File: config.mk
export PLATFORM = sky130hd
export DESIGN_NAME = pc_fetch
export DESIGN_NICKNAME = d
export VERILOG_FILES = /design/src/rtl/pc_fetch.sv
export SDC_FILE = /design/constraint.sdc
export NUM_CORES = 1
export LEC_CHECK = 0
export BUFFER_PORTS_ARGS = -buffer_cell sky130_fd_sc_hd__buf_2
export CAP_MARGIN = 40
export CORE_MARGIN = 4
export CORE_UTILIZATION = 35
export DETAILED_ROUTE_END_ITERATION = 10
export GPL_ROUTABILITY_DRIVEN = 0
export GPL_TIMING_DRIVEN = 0
export PLACE_DENSITY = 0.61
export SLEW_MARGIN = 30
export SYNTH_ARGS = -nofsm -noshare
export SYNTH_HDL_FRONTEND = slang
export SYNTH_SLANG_ARGS = --single-unit
File: constraint.sdc
create_clock -name clk -period 6.58 [get_ports clk]
set_input_delay 0.987 -clock clk [delete_from_list [all_inputs] [get_ports clk]]
set_output_delay 0.987 -clock clk [all_outputs]
set_load 0.1 [all_outputs]
File: src/rtl/pc_fetch.sv
// Instruction fetch stage: program counter, IF/ID pipeline register and a
// BOOT/RUN/HALT sequencer that stops fetching on EBREAK until redirected.
module pc_fetch #(
   parameter logic [9:0]  RESET_PC = 10'h000,
   parameter logic [31:0] NOP_INSN = 32'h00000013
) (
   input  logic        clk,
   input  logic        rst,
   input  logic        stall,
   input  logic        redirect,
   input  logic [9:0]  redirect_pc,
   input  logic [31:0] insn_in,
   output logic [9:0]  pc_out,
   output logic [31:0] if_id_insn,
   output logic [9:0]  if_id_pc,
   output logic        if_id_valid,
   output logic        halted,
   output logic [31:0] fetch_count
);

   localparam logic [31:0] EBREAK_INSN = 32'h00100073;

   typedef enum logic [1:0] {
      ST_BOOT = 2'd0,
      ST_RUN  = 2'd1,
      ST_HALT = 2'd2
   } state_t;

   state_t      state_reg, state_next;
   logic [9:0]  pc_reg, pc_next;
   logic [31:0] insn_reg, insn_next;
   logic [9:0]  ifpc_reg, ifpc_next;
   logic        valid_reg, valid_next;
   logic        halted_reg, halted_next;
   logic [31:0] count_reg, count_next;

   logic [9:0]  pc_seq;
   logic [9:0]  pc_target;

   // The 10-bit adder wraps naturally: 1020 + 4 -> 0.
   assign pc_seq    = pc_reg + 10'd4;
   assign pc_target = {redirect_pc[9:2], 2'b00};

   always_ff @(posedge clk or posedge rst) begin
      if (rst) begin
         state_reg  <= ST_BOOT;
         pc_reg     <= RESET_PC;
         insn_reg   <= NOP_INSN;
         ifpc_reg   <= 10'd0;
         valid_reg  <= 1'b0;
         halted_reg <= 1'b0;
         count_reg  <= 32'd0;
      end else begin
         state_reg  <= state_next;
         pc_reg     <= pc_next;
         insn_reg   <= insn_next;
         ifpc_reg   <= ifpc_next;
         valid_reg  <= valid_next;
         halted_reg <= halted_next;
         count_reg  <= count_next;
      end
   end

   always_comb begin
      state_next = state_reg;
      pc_next    = pc_reg;
      insn_next  = insn_reg;
      ifpc_next  = ifpc_reg;
      valid_next = valid_reg;
      count_next = count_reg;

      case (state_reg)
         ST_BOOT: begin
            if (redirect) begin
               pc_next = pc_target;
            end else begin
               pc_next = RESET_PC;
            end
            insn_next  = NOP_INSN;
            ifpc_next  = 10'd0;
            valid_next = 1'b0;
            state_next = ST_RUN;
         end

         ST_RUN: begin
            if (redirect) begin
               pc_next    = pc_target;
               insn_next  = NOP_INSN;
               ifpc_next  = 10'd0;
               valid_next = 1'b0;
            end else if (!stall) begin
               pc_next    = pc_seq;
               insn_next  = insn_in;
               ifpc_next  = pc_reg;
               valid_next = 1'b1;
               count_next = count_reg + 32'd1;
               if (insn_in == EBREAK_INSN) begin
                  state_next = ST_HALT;
               end
            end
         end

         ST_HALT: begin
            // Stall is irrelevant here; only a redirect restarts fetch.
            insn_next  = NOP_INSN;
            ifpc_next  = 10'd0;
            valid_next = 1'b0;
            if (redirect) begin
               pc_next    = pc_target;
               state_next = ST_RUN;
            end
         end

         default: begin
            state_next = ST_BOOT;
            pc_next    = RESET_PC;
            insn_next  = NOP_INSN;
            ifpc_next  = 10'd0;
            valid_next = 1'b0;
         end
      endcase
   end

   // halted is registered alongside the state so it always equals state == HALT.
   assign halted_next = (state_next == ST_HALT);

   assign pc_out      = pc_reg;
   assign if_id_insn  = insn_reg;
   assign if_id_pc    = ifpc_reg;
   assign if_id_valid = valid_reg;
   assign halted      = halted_reg;
   assign fetch_count = count_reg;

endmodule
After elaboration in Yosys (flattened, before gate mapping)
Index checks and enable logic that the tools add are counted.

Output and inout port bits: 86. Bits in registers: 88. Logic and storage cells: 39.

Bitwise operators: 2. Multiplexer cells: 19. Equality and inequality tests: 6. Add/subtract/negate cells: 2. Reduce and logical (&&, ||, !) cells: 3.

Operator list (number): $mux 32 (3); $mux 10 (7); $add 32x1->32 const B (1); $eq 32x21->1 const B (1); $pmux 10 s3 (1); $add 10x3->10 const B (1); $mux 2 (4); $pmux 2 s3 (1); $eq 2x2->1 const B (2); $mux 1 (3); $ne 3x3->1 const B (1); $reduce_and 3->1 (1); $eq 2x1->1 const B (1); $logic_not 2->1 (1); $ne 2x2->1 const B (1); $not 1->1 (2); $reduce_and 2->1 (1).

Logic depth before layout (Yosys ltp)
Word-level depth: 6. Mapped depth: 7. Mapped depth without buffers: 5.

Worst setup path before layout
OpenSTA, ideal clock, no wires.

Path kind: in2reg. From: input port stall. To: register count_reg[25], in the netlist fetch_count[25]. Buffers on the path: 3. Cell stages on the path: 7. Setup slack: 3.833 ns. Arrival time: 2.588 ns. Path through: clkbuf_1 -> or4b_4 -> buf_6 -> nor4_4 -> buf_6 -> nand4_1 -> xnor2_1.

Cells in the longest elaborated chain, start to end: 2.

RTL lines: start: declaration (line 9) `input logic stall,`; $not 1->1 (no line); $reduce_and 3->1 (no line); end signal: assignment (line 60) `count_reg <= count_next;`; end: declaration (line 35) `logic [31:0] count_reg, count_next;`.

Every way passes these cells. A chain may end at the register's enable or synchronous reset.

Worst setup path in the final report
From: input port redirect. To: register count_reg[29], in the netlist fetch_count[29].

Cells in the longest elaborated chain, start to end: 2.

RTL lines: start: declaration (line 10) `input logic redirect,`; $not 1->1 (no line); $reduce_and 3->1 (no line).

Every way passes these cells.

==> run_results.csv <==
group,metric,value,unit
run_status,status,"finished clean",
logic_synthesis,synth_ff_type,"dfrtp_1",
sta,skew,5.30,ps
cells_and_area,drive_gt1_share,32.2,%
clock_network,h-tree-depth,3,
sta,worst_slack,3980,ps
worst_setup_path,cp-start-kind,"primary input",
sta,rsz0062_at_grt,"no",
place,placed_area,4730,µm²
logic_synthesis,synth_top_area_share,52.8,%
worst_setup_path,crit_chain,"buf_2, or4b_4, buf_6, nor4_4, buf_6, nand4_1, xnor2_1",
clock_network,clk_latency,360,ps
floorplan,die_w,113,µm
worst_setup_path,cp_data_required_time,6830,ps
route,initialDrtViolationCount,133,
route,vias,3155,
logic_synthesis,yosysMostFrequentCell,"dfrtp_1",
cells_and_area,area_growth,27.0,%
clock_network,cts_buffer_depth,2,
place,io_buffers,126,
route,dr.pass1.iters,4,
logic_synthesis,synth_cells,354,
clock_network,postCtsResizedCells,0,
sta,timing.fmax,0.384,GHz
logic_synthesis,yosysTopAreaCell,"dfrtp_1",
global_route,antenna_found_initial,0,
clock_network,cts_root_buf,"clkbuf_8",
sta,drv_slew,0,
logic_synthesis,syn_area,3890,µm²
global_route,grtUsageTotal,15.9,%
route,wire_per_inst,15.4,µm
place,dp_worst_setup_slack,3580,ps
worst_setup_path,end_kind,"flip-flop",
worst_setup_path,crit_fanout,10,
cells_and_area,design_area,4940,µm²
clock_network,clk_pin_slew,80,ps
cells_and_area,multi_input_area,1640,µm²
floorplan,rows,38,
power,peakVddDrop,247,µV
worst_setup_path,slowest_stage,"nor4_4",
cells_and_area,layout.nets,543,
clock_network,cts_tree,"yes",
power,powerDensity,287,nW/µm²
global_route,grt_pass1_wl,16100,µm
flow_run,maxCapViolations,0,
clock_network,cts_made_buffers,9,
logic_synthesis,ys_seq_area_share,54.8,%
cells_and_area,fillerInstances,1063,
logic_synthesis,yosysWarnings,0,
clock_network,holdBufCountCts,0,
power,p_leak,2.52,nW
worst_setup_path,max_stage_delay,540,ps
logic_synthesis,synth_edf_count,0,
worst_setup_path,crit_path_frequent_cell,"buf_6",
cells_and_area,n_antenna_cell,0,
worst_setup_path,path_class,"in -> reg",
floorplan,coreArea,10800,µm²
sta,timing_hold_violations_final,0,
global_route,grt_max_degree,48,
logic_synthesis,ys_types,44,
route,wl,9850,µm
sta,tightest_slew,817,ps
logic_synthesis,synth_area_leaders,"dfrtp_1, mux2i_1, xnor2_1",
global_route,grt.overflow.total,0,
place,dp_hpwl,7430,µm
floorplan,dieHeight,113,µm
sta,finalCriticalPeriod,2600,ps
floorplan,ios,132,
worst_setup_path,worst-r2r-setup-slack,4250,ps
logic_synthesis,synth.avg_cell_area,11.0,µm²
route,drcViolationCount,0,
min_path,hold_path.class,"reg -> reg",
global_route,grt_pass1_vias,3201,
sta,period_share,39.6,%
logic_synthesis,async_reset_ff_share,100,%
route,via_per_inst,4.93,
logic_synthesis,synth_seq_cells,85,
sta,setup_viol,0,
clock_network,cts.sinks,85,
sta,finalSetupTns,0,ps
floorplan,start_util,35.9,%
worst_setup_path,crit_arrival,2850,ps
floorplan,die_area,12900,µm²
logic_synthesis,yosys-top-cells-count,"dfrtp_1, nor2_1, mux2i_1",
clock_network,cts_setup_buffers,0,
route,antenna_left,0,
cells_and_area,regArea,2130,µm²
sta,maxSlewHeadroom,45.6,%
power,p_total,1.42,mW
## report_power, final
| part | internal [mW] | switching (mW) |
|---|---|---|
| logic | 0.0793 | 0.363 |
| registers | 0.560 | 0.0365 |
| clock network | 0.185 | 0.195 |
## placed cells by master (no fill, tap or decap), drive strengths merged, types with 2 or more instances in the layout
master   netlist  layout
buf            8     136
dfrtp         82      82
nor2          47      47
mux2i         37      37
xnor2         31      31
nand2         23      23
clkbuf        10      21
nand4         20      20
nand3         15      15
inv            7       8
nor3           7       7
a21oi          7       7
and2           5       5
o21ai          5       5
nor4           5       5
and3           3       3
a21o           3       3
nor2b          3       3
a211o          3       3
clkinv         0       3
dfstp          3       3
nor4b          3       3
and2b          2       2
nand2b         2       2
xor2           2       2
nor4bb         2       2
o2bb2ai        2       2
a221oi         2       2
o211ai         2       2
ha             2       2
conb           1       2
## final cells by class
class / count / area share (%)
timing repair buffer: 129 / 13.5
inverter: 7 / 0.633
tap: 140 / 3.55
multi-input combinational: 245 / 33.1
sequential: 85 / 43.1
clock inverter: 6 / 1.24
clock buffer: 10 / 2.79
buffer: 18 / 2.05
## through the flow
step / utilization, % / std cells / hold WS (ps)
6_report: 45.6 / 640 / 491
3_3_place_gp: 43.4 / 621 / 464
2_1_floorplan: - / 355 / 518
4_1_cts: 45.5 / 638 / 485
3_5_place_dp: 43.7 / 622 / 461
5_1_grt: 45.6 / 640 / 511
## kinds of logic after synthesis
kind of cell,synth area share [%]
xor+xnor,7.43
buf+inv,3.28
mux,9.52
compound gates,5.24
flops,54.8
other cells,0.0964
simple gates,19.0
fa+ha+maj,0.643
## routing by layer
layer  up-vias  track usage (%)  routed length, µm
li1       1515                -                  -
met1      1535             21.5               4530
met2        88             24.2               4510
met3        17             3.18                570
met4         0             8.25                246
met5         -                0                  0
## path summary, 6_finish.rpt
path / cells after the start / start / end
worst max register to register: 7 / state_reg[1] / fetch_count[29]
worst min-delay path: 1 / fetch_count[31] / fetch_count[31]
worst max-delay path: 7 / redirect / fetch_count[29]
worst min register to register: 1 / fetch_count[31] / fetch_count[31]
min in group asynchronous: 2 / rst / if_id_insn[19]
max in group asynchronous: 3 / rst / fetch_count[15]
## worst max-delay path, delay by kind of cell
kind	cells	cell delay (ps)
xor+xnor	1	170
buf+inv	3	500
simple gates	3	1180
No activity file was read; power rests on OpenSTA's default activity.
